**src/rtl/alu_shift_pkg.sv**
```systemverilog
// Shared types for the multi-cycle ALU shifter: operation encoding and FSM states.
package alu_shift_pkg;

   typedef enum logic [1:0] {
      SHIFT_SLL = 2'b00,
      SHIFT_SRL = 2'b01,
      SHIFT_SRA = 2'b10,
      SHIFT_ROR = 2'b11
   } shift_op_e;

   typedef enum logic [1:0] {
      IDLE = 2'd0,
      BUSY = 2'd1,
      DONE = 2'd2
   } state_e;

endpackage

```
**src/rtl/shift_unit_if.sv**
```systemverilog
// Request/response bus of the shifter: valid/ready on both sides plus busy status.
interface shift_unit_if
   import alu_shift_pkg::*;
#(
   parameter int unsigned WIDTH = 32
);
   localparam int unsigned SHAMT_W = $clog2(WIDTH);

   logic               in_valid;
   logic               in_ready;
   logic [WIDTH-1:0]   in_data;
   logic [SHAMT_W-1:0] in_shamt;
   shift_op_e          in_op;
   logic               out_valid;
   logic               out_ready;
   logic [WIDTH-1:0]   out_data;
   logic               busy;

   modport master (
      output in_valid, in_data, in_shamt, in_op, out_ready,
      input  in_ready, out_valid, out_data, busy
   );

   modport slave (
      input  in_valid, in_data, in_shamt, in_op, out_ready,
      output in_ready, out_valid, out_data, busy
   );

endinterface

```
**src/rtl/shift_stage.sv**
```systemverilog
// One shifter stage: optionally shifts/rotates the operand by 2^k according to op.
module shift_stage
   import alu_shift_pkg::*;
#(
   parameter  int unsigned WIDTH = 32,
   localparam int unsigned K_W   = $clog2($clog2(WIDTH))
) (
   input  logic [WIDTH-1:0] data,
   input  shift_op_e        op,
   input  logic             fill,
   input  logic [K_W-1:0]   k,
   input  logic             en,
   output logic [WIDTH-1:0] shifted
);
   localparam int unsigned SHAMT_W = $clog2(WIDTH);

   logic [SHAMT_W-1:0] amt;
   logic [SHAMT_W:0]   ramt;
   logic [WIDTH-1:0]   ones;
   logic [WIDTH-1:0]   fill_mask;

   // amt never exceeds WIDTH/2, so the rotate complement stays in range
   always_comb begin
      amt       = SHAMT_W'(1) << k;
      ramt      = (SHAMT_W+1)'(WIDTH) - {1'b0, amt};
      ones      = '1;
      fill_mask = fill ? ~(ones >> amt) : '0;
      shifted   = data;
      if (en) begin
         unique case (op)
            SHIFT_SLL: shifted = data << amt;
            SHIFT_SRL: shifted = data >> amt;
            SHIFT_SRA: shifted = (data >> amt) | fill_mask;
            SHIFT_ROR: shifted = (data >> amt) | (data << ramt);
            default:   shifted = data;
         endcase
      end
   end

endmodule

```
**src/rtl/shift_unit.sv**
```systemverilog
// Multi-cycle shifter resolving one shift-amount bit per clock behind valid/ready handshakes.
module shift_unit
   import alu_shift_pkg::*;
#(
   parameter int unsigned WIDTH = 32
) (
   input  logic        clock,
   input  logic        reset_n,
   shift_unit_if.slave bus
);
   localparam int unsigned    SHAMT_W = $clog2(WIDTH);
   localparam int unsigned    K_W     = $clog2(SHAMT_W);
   localparam logic [K_W-1:0] K_LAST  = K_W'(SHAMT_W - 1);

   state_e             state;
   state_e             state_next;
   logic [K_W-1:0]     k;
   logic [WIDTH-1:0]   acc;
   logic [WIDTH-1:0]   stage_out;
   logic [SHAMT_W-1:0] sh;
   shift_op_e          op_r;
   logic               fill;
   logic               in_ready_c;
   logic               accept;
   logic               out_hs;
   logic               out_valid_q;
   logic               busy_q;

   always_ff @(posedge clock or negedge reset_n) begin
      if (!reset_n) state <= IDLE;
      else          state <= state_next;
   end

   // DONE with a same-cycle accept skips IDLE to keep one result per SHAMT_W+1 cycles
   always_comb begin
      state_next = state;
      unique case (state)
         IDLE:    if (accept) state_next = BUSY;
         BUSY:    if (k == K_LAST) state_next = DONE;
         DONE: begin
            if (accept)      state_next = BUSY;
            else if (out_hs) state_next = IDLE;
         end
         default: state_next = IDLE;
      endcase
   end

   always_comb begin
      in_ready_c = (state == IDLE) || ((state == DONE) && bus.out_ready);
      accept     = bus.in_valid && in_ready_c;
      out_hs     = out_valid_q && bus.out_ready;
   end

   always_ff @(posedge clock or negedge reset_n) begin
      if (!reset_n) begin
         acc         <= '0;
         sh          <= '0;
         op_r        <= SHIFT_SLL;
         fill        <= 1'b0;
         k           <= '0;
         out_valid_q <= 1'b0;
         busy_q      <= 1'b0;
      end else begin
         out_valid_q <= (state_next == DONE);
         busy_q      <= (state_next != IDLE);
         if (accept) begin
            acc  <= bus.in_data;
            sh   <= bus.in_shamt;
            op_r <= bus.in_op;
            fill <= (bus.in_op == SHIFT_SRA) && bus.in_data[WIDTH-1];
            k    <= '0;
         end else if (state == BUSY) begin
            acc <= stage_out;
            k   <= (k == K_LAST) ? '0 : k + K_W'(1);
         end
      end
   end

   shift_stage #(.WIDTH(WIDTH)) u_stage (
      .data    (acc),
      .op      (op_r),
      .fill    (fill),
      .k       (k),
      .en      (sh[k]),
      .shifted (stage_out)
   );

   assign bus.in_ready  = in_ready_c;
   assign bus.out_valid = out_valid_q;
   assign bus.out_data  = acc;
   assign bus.busy      = busy_q;

endmodule

```
**src/flat_wrapper.sv**
```systemverilog
// flat-port wrapper written by rule: the top's interface ports become plain ports
module shift_unit_flat import alu_shift_pkg::*;
#(
   parameter int unsigned WIDTH = 32
)
  (clock, reset_n, bus_in_valid, bus_in_data, bus_in_shamt, bus_in_op, bus_out_ready, bus_in_ready, bus_out_valid, bus_out_data, bus_busy);
  shift_unit_if #(.WIDTH(WIDTH)) bus_i ();
  input  logic clock;
  input  logic reset_n;
  input wire logic [$bits(bus_i.in_valid)-1:0] bus_in_valid;
  input wire logic [$bits(bus_i.in_data)-1:0] bus_in_data;
  input wire logic [$bits(bus_i.in_shamt)-1:0] bus_in_shamt;
  input wire logic [$bits(bus_i.in_op)-1:0] bus_in_op;
  input wire logic [$bits(bus_i.out_ready)-1:0] bus_out_ready;
  output wire logic [$bits(bus_i.in_ready)-1:0] bus_in_ready;
  output wire logic [$bits(bus_i.out_valid)-1:0] bus_out_valid;
  output wire logic [$bits(bus_i.out_data)-1:0] bus_out_data;
  output wire logic [$bits(bus_i.busy)-1:0] bus_busy;
  assign bus_i.in_valid = bus_in_valid;
  assign bus_i.in_data = bus_in_data;
  assign bus_i.in_shamt = bus_in_shamt;
  assign bus_i.in_op = bus_in_op;
  assign bus_i.out_ready = bus_out_ready;
  assign bus_in_ready = bus_i.in_ready;
  assign bus_out_valid = bus_i.out_valid;
  assign bus_out_data = bus_i.out_data;
  assign bus_busy = bus_i.busy;
  shift_unit #(.WIDTH(WIDTH)) u_core (.clock(clock), .reset_n(reset_n), .bus(bus_i));
endmodule
```
**config.mk**
```make
export PLATFORM = sky130hd
export DESIGN_NAME = shift_unit_flat
export DESIGN_NICKNAME = d
export VERILOG_FILES = /design/src/rtl/alu_shift_pkg.sv /design/src/rtl/shift_unit_if.sv /design/src/rtl/shift_stage.sv /design/src/rtl/shift_unit.sv /design/src/flat_wrapper.sv
export SDC_FILE = /design/constraint.sdc
export NUM_CORES = 1
export LEC_CHECK = 0
export BUFFER_PORTS_ARGS = -buffer_cell sky130_fd_sc_hd__clkbuf_2
export CAP_MARGIN = 10
export CELL_PAD_IN_SITES_DETAIL_PLACEMENT = 2
export CELL_PAD_IN_SITES_GLOBAL_PLACEMENT = 2
export CORE_MARGIN = 8
export CORE_UTILIZATION = 38
export CTS_BUF_LIST = sky130_fd_sc_hd__clkbuf_16
export CTS_CLUSTER_DIAMETER = 150
export DETAILED_ROUTE_END_ITERATION = 8
export PLACE_DENSITY = 0.86
export RECOVER_POWER = 50
export SLEW_MARGIN = 10
export SYNTH_ARGS = -nofsm -noshare
export SYNTH_HDL_FRONTEND = slang
export SYNTH_SLANG_ARGS = --single-unit
```
**constraint.sdc**
```tcl
create_clock -name clock -period 10.2 [get_ports clock]
set_input_delay 1.53 -clock clock [delete_from_list [all_inputs] [get_ports clock]]
set_output_delay 1.53 -clock clock [all_outputs]
set_load 0.01 [all_outputs]
```
==> impl_metrics.tcl, run 1 <==
set metrics [dict create \
    layout_commonest_cell "nand2_1" \
    clk_pin_slew_worst_paths_ns 0.08 \
    hold_violations 0 \
    multi_input_area_sq_um 6390 \
    diodes 0 \
    row_count 54 \
    antenna_found_initial 1 \
    synth_seq_cells 47 \
    wire_per_inst_um 39.6 \
    synth_area_leaders "dfrtp_1, mux2i_1, mux4_2" \
    cp_common_cell "nand2_1" \
    critPathKind "reg2reg" \
    cts_resized 0 \
    core_area_sq_um 21700 \
    synth_xor_area_share_pct 0.316 \
    yosys_warnings 0 \
    yosys.area_share.adder_pct 1.05 \
    tns_ns 0 \
    layout_setup_ws_ns 3.61 \
    place_hpwl_um 39000 \
    cts_sinks 47 \
    io_pins 78 \
    cp-start-kind "flop" \
    final_cell_mix "nand2_1, nor2_1, a21oi_1" \
    drtIter0Drc 1406 \
    synth-edff-count 0 \
    htree_num_levels 2 \
    io_buffer_count 77 \
    ff_latch_area_sq_um 1180 \
    netlist_instances 1150 \
    synth-simple-area-share_pct 21.3 \
    violations "capacitance limit, slew limit" \
    critPathMaxStageDelay_ns 1.85 \
    synth_top_area_share_pct 14.1 \
    routed_wl_um 56000 \
    required_ns 10.41 \
    async_flop_share_pct 100 \
    period_needed_ns 6.59 \
    synth_top_area_cell "dfrtp_1" \
    synthesis.area_sq_um 8320 \
    overflow 0 \
    insertion_delay_ns 0.32 \
    setup_viol 0 \
    ant_nets 0 \
    pre_cts_slack_ns 5.54 \
    grt_pass1_wl_um 81500 \
    start_util_pct 38.4 \
    vias_per_cell 7.80 \
    cap_violations 4 \
    grt.total_usage_pct 41.3 \
    synth_top_family_by_area "compound AO/OA/AOI/OAI gates" \
    gp_congestion 1.06 \
    cp_slowest_cell "clkbuf_1" \
    tritoncts "done" \
    die_x_um 164 \
    tightest_slew_ns 3.13 \
    grt_pass1_vias 11200 \
    drt_drc_violations_left 0 \
    layout.nets 1185 \
    vias 11000 \
    drive_gt1_share_pct 16.4 \
    ys_types 84 \
    worstPathCellList "inv_1 > ha_1 > nand2_1 > clkbuf_1 > nand2_1 > nor3_1 > a21oi_1 > o22ai_1 > a211oi_1 > a221oi_1" \
    ys.flop_type "dfrtp_1" \
    slew_violations 131 \
    numCtsBuffers 5 \
    postCtsSetupRepairBufs 0 \
    synth_compound_area_share_pct 37.6 \
    ys_seq_area_share_pct 14.1 \
    holdBufCountCts 0 \
    period_share_pct 64.6 \
    first_pass_iters 6 \
    worst-path-max-fanout 44 \
    muxShareOfSynthArea_pct 16.1 \
    relSlewSlack_pct -109 \
    fillers 2646 \
    max_freq_mhz 152 \
    arrival_ns 6.80 \
    syn_to_final_growth_pct 6.52 \
    die_y_um 164 \
    clockBufferDepth 2 \
    synth_fp_nets 1200 \
    status "finished, violations left" \
    worst_setup_path_end_kind "flop" \
    cts-root-buf "clkbuf_16" \
    finish.utilization_pct 40.9 \
    rsz0062_at_grt "false" \
    synth_area_per_cell_sq_um 7.24 \
    hold_class "reg2reg" \
    final.setup_skew_ns 0.0108 \
    die-area_sq_um 26900 \
    grt_max_degree 72 \
]
area by class of cell:
class,instances,area share [%]
sequential,47,13.3
tap,280,3.95
inverter,22,0.960
clock inverter,3,0.536
clock buffer,5,1.41
multi-input combinational,935,72.0
timing repair buffer,124,7.83
per-stage QoR:
stage / instances / hold slack [ns] / area [sq um]
after floorplan: 1150 / 0.445 / 8320
after global placement: 1408 / 0.467 / 8750
after detailed placement: 1408 / 0.475 / 8750
after CTS: 1416 / 0.495 / 8920
after global routing: 1416 / 0.517 / 8870
final: 1416 / 0.491 / 8870
state kept, by name (all words and copies together), names as in the netlist:
name                  count
u_core.bus.out_data      32
u_core.fill               1
u_core.sh                 5
u_core.state              2
u_core.k                  3
u_core.op_r               2
u_core.bus.busy           1
u_core.bus.out_valid      1
critical path: cells and delay by family (launching register included):
family	cells	cell delay [ns]
buffers and inverters	2	2.10
AND/OR/NAND/NOR	3	1.84
adder cells (fa/ha/maj)	1	0.92
flip-flops	1	0.81
AO/OA/AOI/OAI	4	0.77
cell usage after synthesis (all sizes together) (8+ instances only):
| cell type | number |
|---|---|
| a22oi | 20 |
| buf | 61 |
| nor2 | 98 |
| o21ai | 68 |
| a2111oi | 12 |
| mux2 | 18 |
| nand3 | 26 |
| mux4 | 24 |
| o21a | 8 |
| a31oi | 16 |
| a211oi | 13 |
| nor3 | 28 |
| a21oi | 79 |
| nor3b | 8 |
| nor2b | 16 |
| nand2b | 9 |
| o221ai | 26 |
| inv | 22 |
| o2111ai | 13 |
| o211ai | 16 |
| dfrtp | 47 |
| o22ai | 52 |
| or3 | 12 |
| a221oi | 20 |
| mux2i | 60 |
| clkbuf | 85 |
| nand2 | 143 |
| a32oi | 10 |
worst paths after layout:
check / start / to / slack, ns / cells after the start
max: u_core.k[1]$_DFFE_PN0P_ / u_core.bus.out_data[9]$_DFFE_PN0P_ / 3.61 / 10
min: u_core.sh[3]$_DFFE_PN0P_ / u_core.sh[3]$_DFFE_PN0P_ / 0.49 / 2
max reg2reg: u_core.k[1]$_DFFE_PN0P_ / u_core.bus.out_data[9]$_DFFE_PN0P_ / 3.61 / 10
min reg2reg: u_core.sh[3]$_DFFE_PN0P_ / u_core.sh[3]$_DFFE_PN0P_ / 0.49 / 2
max in group asynchronous: reset_n / u_core.k[2]$_DFFE_PN0P_ / 5.87 / 2
min in group asynchronous: reset_n / u_core.sh[2]$_DFFE_PN0P_ / 2.34 / 2
logic make-up after synthesis:
kind of cell | count (synthesis)
buf+inv | 168
compound gates | 443
fa+ha+maj | 7
xor+xnor | 3
mux | 102
flops | 47
simple gates | 380
layer usage:
metal / wire (um) / share of wire [%] / vias to the layer above / global-route usage, %
met5: 12 / 0.021 / - / 0
met4: 4240 / 7.6 / 2 / 26.7
met3: 7520 / 13 / 255 / 14.1
met2: 23300 / 42 / 880 / 59.4
met1: 21000 / 37 / 5510 / 51.8
li1: - / - / 4393 / -
Power of run 1 is not shown: default switching activity piles up to over one toggle a cycle in this logic, so the estimate is an artifact.
==> run 2, diff against run 1 <==
--- a/config.mk
+++ b/config.mk
@@ -5,16 +5,17 @@
 export SDC_FILE = /design/constraint.sdc
 export NUM_CORES = 1
 export LEC_CHECK = 0
+export ABC_AREA = 1
 export BUFFER_PORTS_ARGS = -buffer_cell sky130_fd_sc_hd__clkbuf_2
 export CAP_MARGIN = 10
 export CELL_PAD_IN_SITES_DETAIL_PLACEMENT = 2
 export CELL_PAD_IN_SITES_GLOBAL_PLACEMENT = 2
 export CORE_MARGIN = 8
-export CORE_UTILIZATION = 38
+export CORE_UTILIZATION = 30
 export CTS_BUF_LIST = sky130_fd_sc_hd__clkbuf_16
 export CTS_CLUSTER_DIAMETER = 150
 export DETAILED_ROUTE_END_ITERATION = 8
-export PLACE_DENSITY = 0.86
+export PLACE_DENSITY = 0.81
 export RECOVER_POWER = 50
 export SLEW_MARGIN = 10
 export SYNTH_ARGS = -nofsm -noshare
==> constraint.sdc (replaced) <==
create_clock -name clock -period 6.65 [get_ports clock]
set_input_delay 0.9975 -clock clock [delete_from_list [all_inputs] [get_ports clock]]
set_output_delay 0.9975 -clock clock [all_outputs]
set_load 0.01 [all_outputs]
==> run 2 against run 1 <==
  * The flow still finishes with violations (capacitance limit, slew limit)
  * Count of clock-buffer cells in the layout unchanged
  * Sequential cell count did not move
  * Hold slack improved by 0.0039 ns
  * Routed wire length is 16% lower
  * Global-route usage fell by 8.9 points
  * Critical path depth is 1 higher
  * Clock skew fell by 0.0017 ns
  * Non-clock buffer count down 33
  * Via count shrank 7.3%
  * Sequential share of layout area grew 1.7 points
  * Register-to-register slack worse by 0.99 ns
  * Critical path type unchanged
==> impl_metrics.tcl, run 2 <==
set metrics [dict create \
    antenna_found_initial 2 \
    numCtsBuffers 5 \
    core_area_sq_um 23500 \
    start_util_pct 30.6 \
    vias 10200 \
    period_needed_ns 4.04 \
    ys_seq_area_share_pct 16.4 \
    die-area_sq_um 29100 \
    cts_resized 0 \
    place_hpwl_um 37200 \
    tritoncts "done" \
    violations "capacitance limit, slew limit" \
    max_freq_mhz 248 \
    synthesis.area_sq_um 7180 \
    netlist_instances 1389 \
    synth_fp_nets 1439 \
    layout_commonest_cell "nand2_1" \
    drive_gt1_share_pct 8.39 \
    synth_area_leaders "nand2_1, nand3_1, dfrtp_1" \
    drtIter0Drc 1085 \
    relSlewSlack_pct -105 \
    holdBufCountCts 0 \
    cts_sinks 47 \
    first_pass_iters 5 \
    final_cell_mix "nand2_1, nand3_1, inv_1" \
    cp_common_cell "nand2_1" \
    grt_pass1_vias 10700 \
    worst-path-max-fanout 60 \
    row_count 56 \
    drt_drc_violations_left 0 \
    synth_area_per_cell_sq_um 5.17 \
    tightest_slew_ns 3.07 \
    final.setup_skew_ns 0.00914 \
    yosys_warnings 0 \
    async_flop_share_pct 100 \
    setup_viol 0 \
    diodes 0 \
    cap_violations 1 \
    insertion_delay_ns 0.31 \
    syn_to_final_growth_pct 9.22 \
    grt_max_degree 63 \
    worstPathCellList "inv_1 > ha_1 > nand2_4 > nand3_1 > nand2_1 > nand2_1 > nand2_1 > nand3_1 > nand2_1 > a21oi_1 > a22oi_1" \
    rsz0062_at_grt "false" \
    die_x_um 171 \
    clk_pin_slew_worst_paths_ns 0.08 \
    synth_top_area_share_pct 30.3 \
    ys.flop_type "dfrtp_1" \
    slew_violations 48 \
    die_y_um 171 \
    hold_class "reg2reg" \
    clockBufferDepth 2 \
    overflow 0 \
    cts-root-buf "clkbuf_16" \
    io_pins 78 \
    io_buffer_count 77 \
    synth_seq_cells 47 \
    htree_num_levels 2 \
    layout.nets 1456 \
    worst_setup_path_end_kind "flop" \
    gp_congestion 1.05 \
    synth_top_area_cell "nand2_1" \
    hold_violations 0 \
    largest_reg_flops 32 \
    period_share_pct 60.7 \
    vias_per_cell 5.93 \
    routed_wl_um 47200 \
    synth-edff-count 0 \
    ys_top_cells_by_count "nand2_1, nand3_1, inv_1, nor2_1, o21ai_1" \
    wire_per_inst_um 27.4 \
    grt.total_usage_pct 32.4 \
    ys_types 37 \
    grt_pass1_wl_um 70200 \
    postCtsSetupRepairBufs 0 \
    cp_slowest_cell "nand2_1" \
    status "finished, violations left" \
    ant_nets 0 \
    cp-start-kind "flop" \
    tns_ns 0 \
    arrival_ns 4.19 \
    critPathKind "reg2reg" \
    critPathMaxStageDelay_ns 0.67 \
    yosysMostFrequentCell "nand2_1" \
    required_ns 6.81 \
]
run 2: final timing paths:
kind	end	depth (start not counted)	start	slack [ns]
setup / recovery	u_core.bus.out_data[9]$_DFFE_PN0P_	11	u_core.k[0]$_DFFE_PN0P_	2.61
min in group asynchronous	u_core.bus.busy$_DFF_PN0_	2	reset_n	1.79
hold reg to reg	u_core.sh[3]$_DFFE_PN0P_	2	u_core.sh[3]$_DFFE_PN0P_	0.49
setup reg to reg	u_core.bus.out_data[9]$_DFFE_PN0P_	11	u_core.k[0]$_DFFE_PN0P_	2.61
hold / removal	u_core.sh[3]$_DFFE_PN0P_	2	u_core.sh[3]$_DFFE_PN0P_	0.49
max in group asynchronous	u_core.fill$_DFFE_PN0P_	2	reset_n	3.13
run 2: kinds of logic (layout without fill, tap and decap cells):
group / count (synthesis) / count (layout) / share of synthesized area [%]
buffers and inverters: 199 / 217 / 11.7
adder cells (fa/ha/maj): 7 / 7 / 1.22
AND/OR/NAND/NOR: 944 / 944 / 55.5
AO/OA/AOI/OAI: 188 / 188 / 14.6
multiplexers: 4 / 4 / 0.558
flip-flops: 47 / 47 / 16.4
run 2: critical path: cells and delay by family (launching register included):
kind                     cells  cell delay [ns]
AND/OR/NAND/NOR              7             2.12
AO/OA/AOI/OAI                2             0.50
buffers and inverters        1             0.18
flip-flops                   1             0.42
adder cells (fa/ha/maj)      1             0.62
run 2: cell type report:
class	count	area (sq um)
tap	319	399
clock inverter	3	63.8
timing repair buffer	91	467
multi-input combinational	1143	5170
sequential	47	1180
fill	3152	15600
inverter	118	443
clock buffer	5	125
run 2: per-stage QoR:
step	instances	setup WS, ns	hold WS, ns	cell area [sq um]	utilization, %
floorplan	1389	3.84	0.449	7180	-
global placement	1718	2.63	0.467	7680	32.7
detailed placement	1718	2.56	0.477	7680	32.7
CTS	1726	2.76	0.496	7870	33.5
global route	1726	2.42	0.513	7840	33.4
finish	1726	2.61	0.495	7840	33.4
run 2: routing by layer:
layer  vias up  share of wire (%)  global-route usage (%)
met5         -                  0                       0
met4         0                5.8                    16.6
met3       120                8.1                    5.65
met2       523                 43                    49.9
met1      5025                 43                    42.8
li1       4561                  -                       -
Power of run 2 is left out for the same reason.
==> run 3, diff against run 2 <==
--- a/config.mk
+++ b/config.mk
@@ -5,17 +5,17 @@
 export SDC_FILE = /design/constraint.sdc
 export NUM_CORES = 1
 export LEC_CHECK = 0
-export ABC_AREA = 1
+export ABC_AREA = 0
 export BUFFER_PORTS_ARGS = -buffer_cell sky130_fd_sc_hd__clkbuf_2
 export CAP_MARGIN = 10
 export CELL_PAD_IN_SITES_DETAIL_PLACEMENT = 2
 export CELL_PAD_IN_SITES_GLOBAL_PLACEMENT = 2
 export CORE_MARGIN = 8
-export CORE_UTILIZATION = 30
+export CORE_UTILIZATION = 36
 export CTS_BUF_LIST = sky130_fd_sc_hd__clkbuf_16
 export CTS_CLUSTER_DIAMETER = 150
 export DETAILED_ROUTE_END_ITERATION = 8
-export PLACE_DENSITY = 0.81
+export PLACE_DENSITY = 0.82
 export RECOVER_POWER = 50
 export SLEW_MARGIN = 10
 export SYNTH_ARGS = -nofsm -noshare
==> constraint.sdc (replaced) <==
create_clock -name clock -period 4.22 [get_ports clock]
set_input_delay 0.633 -clock clock [delete_from_list [all_inputs] [get_ports clock]]
set_output_delay 0.633 -clock clock [all_outputs]
set_load 0.01 [all_outputs]
==> run 3 against run 2 <==
  * The flow still finishes with violations (capacitance limit, slew limit)
  * Cell area increased by 19%
  * Core utilization increased by 7.8 points
  * Count of clock-buffer cells in the layout unchanged
  * Critical path depth decreased by 2
  * First-iteration DRC count increased by 52%
  * Die area decreased by 3.1%
  * Maximum frequency increased by 7.7%
  * Global-route usage increased by 9.6 points
  * Sequential share of layout area decreased by 2.4 points
  * Worst setup slack got worse by 2.1 ns
  * Sequential cell count unchanged
  * Critical path type unchanged
  * Critical endpoint is now u_core.bus.out_data[18]$_DFFE_PN0P_
  * Largest cell class unchanged
==> impl_metrics.tcl, run 3 (same netlist as run 1, synthesis figures left out) <==
set metrics [dict create \
    ant_nets 0 \
    clockBufferDepth 2 \
    grt_pass1_wl_um 87300 \
    hold_start "u_core.sh[3]$_DFFE_PN0P_" \
    violations "capacitance limit, slew limit" \
    use_met1_pct 52.0 \
    gp_congestion 1.06 \
    status "finished, violations left" \
    largest_reg_flops 32 \
    rr_worst_depth 9 \
    io_buffer_count 77 \
    overflow 0 \
    antenna_found_initial 5 \
    tightest_slew_ns 2.40 \
    r2r-start "u_core.k[1]$_DFFE_PN0P_" \
    grt_util_met2_pct 62.0 \
    row_count 55 \
    vias_per_cell 7.84 \
    cap_violations 1 \
    fin_cells 1471 \
    drive_gt1_share_pct 20.4 \
    syn_to_final_growth_pct 12.2 \
    rsz0062_at_grt "false" \
    tritoncts "done" \
    die-area_sq_um 28200 \
    final.setup_skew_ns 0.0175 \
    io_pins 78 \
    gr-usage-met3_pct 12.6 \
    drtIter0Drc 1645 \
    placed_cells 1462 \
    worstHoldPathCells 2 \
    cp-start-kind "flop" \
    vias 11500 \
    die_x_um 168 \
    cts-root-buf "clkbuf_16" \
    insertion_delay_ns 0.32 \
    worst_setup_path_end_kind "flop" \
    max_freq_mhz 267 \
    grt_max_degree 51 \
    grt.total_usage_pct 42.0 \
    slew_violations 31 \
    relSlewSlack_pct -59.7 \
    clk_pin_slew_worst_paths_ns 0.08 \
    worst-path-max-fanout 20 \
    numCtsBuffers 5 \
    setup_viol 0 \
    postCtsSetupRepairBufs 0 \
    place_hpwl_um 44600 \
    htree_num_levels 2 \
    hold_class "reg2reg" \
    layout_commonest_cell "nand2_1" \
    die_y_um 168 \
    critPathKind "reg2reg" \
    required_ns 4.37 \
    holdBufCountCts 0 \
    first_pass_iters 6 \
    period_needed_ns 3.75 \
    core_area_sq_um 22600 \
    crit_start "u_core.k[1]$_DFFE_PN0P_" \
    hold_violations 0 \
    period_share_pct 88.8 \
    top_usage_layer "met2" \
    arrival_ns 3.90 \
    final_cell_mix "nand2_1, nor2_1, buf_4" \
    cts_resized 0 \
    grt_pass1_vias 11900 \
    routed_wl_um 60600 \
    wire_per_inst_um 41.2 \
    start_util_pct 36.8 \
    cts_sinks 47 \
    tns_ns 0 \
    drt_drc_violations_left 0 \
    layout.nets 1234 \
]
-- run 3: path summary, 6_finish.rpt --
kind | to | slack, ns
setup / recovery | u_core.bus.out_data[18]$_DFFE_PN0P_ | 0.47
hold reg to reg | u_core.sh[3]$_DFFE_PN0P_ | 0.48
setup reg to reg | u_core.bus.out_data[18]$_DFFE_PN0P_ | 0.47
hold / removal | u_core.sh[3]$_DFFE_PN0P_ | 0.48
min in group asynchronous | u_core.fill$_DFFE_PN0P_ | 1.04
max in group asynchronous | u_core.k[2]$_DFFE_PN0P_ | 1.16
-- run 3: metrics by stage --
step | cell area [sq um] | hold slack [ns] | util [%] | worst slack (ns)
after floorplan | 8320 | 0.337 | - | 0.599
after global placement | 9190 | 0.459 | 40.6 | 0.664
after detailed placement | 9190 | 0.471 | 40.6 | 0.672
after CTS | 9350 | 0.492 | 41.3 | 0.617
after global routing | 9330 | 0.516 | 41.2 | 0.365
final | 9340 | 0.484 | 41.2 | 0.473
-- run 3: layout make-up --
cell class              instances  area, sq um
inverters                      22         85.1
flip-flops and latches         47         1180
diodes                          1         2.50
multi-input cells             935         6400
clock buffers                   5          125
well taps                     285          357
fillers                      2707        13300
clock inverters                 3         38.8
repair buffers                173         1150
-- run 3: worst max-delay path, cell delays in order (launching register included) --
cell	delay [ns]
dfrtp_1	0.40
inv_1	0.19
ha_2	0.58
buf_4	0.31
mux2i_1	0.26
nor3_1	0.07
a2111oi_1	0.83
o21ai_0	0.17
a2111oi_0	0.55
o32ai_1	0.23
-- run 3: routing by layer --
metal,wire length (um),part of all wire [%]
met1,23000,38
met2,25200,42
met3,7240,12
met4,5110,8.4
met5,103,0.17
Power of run 3 is left out for the same reason.
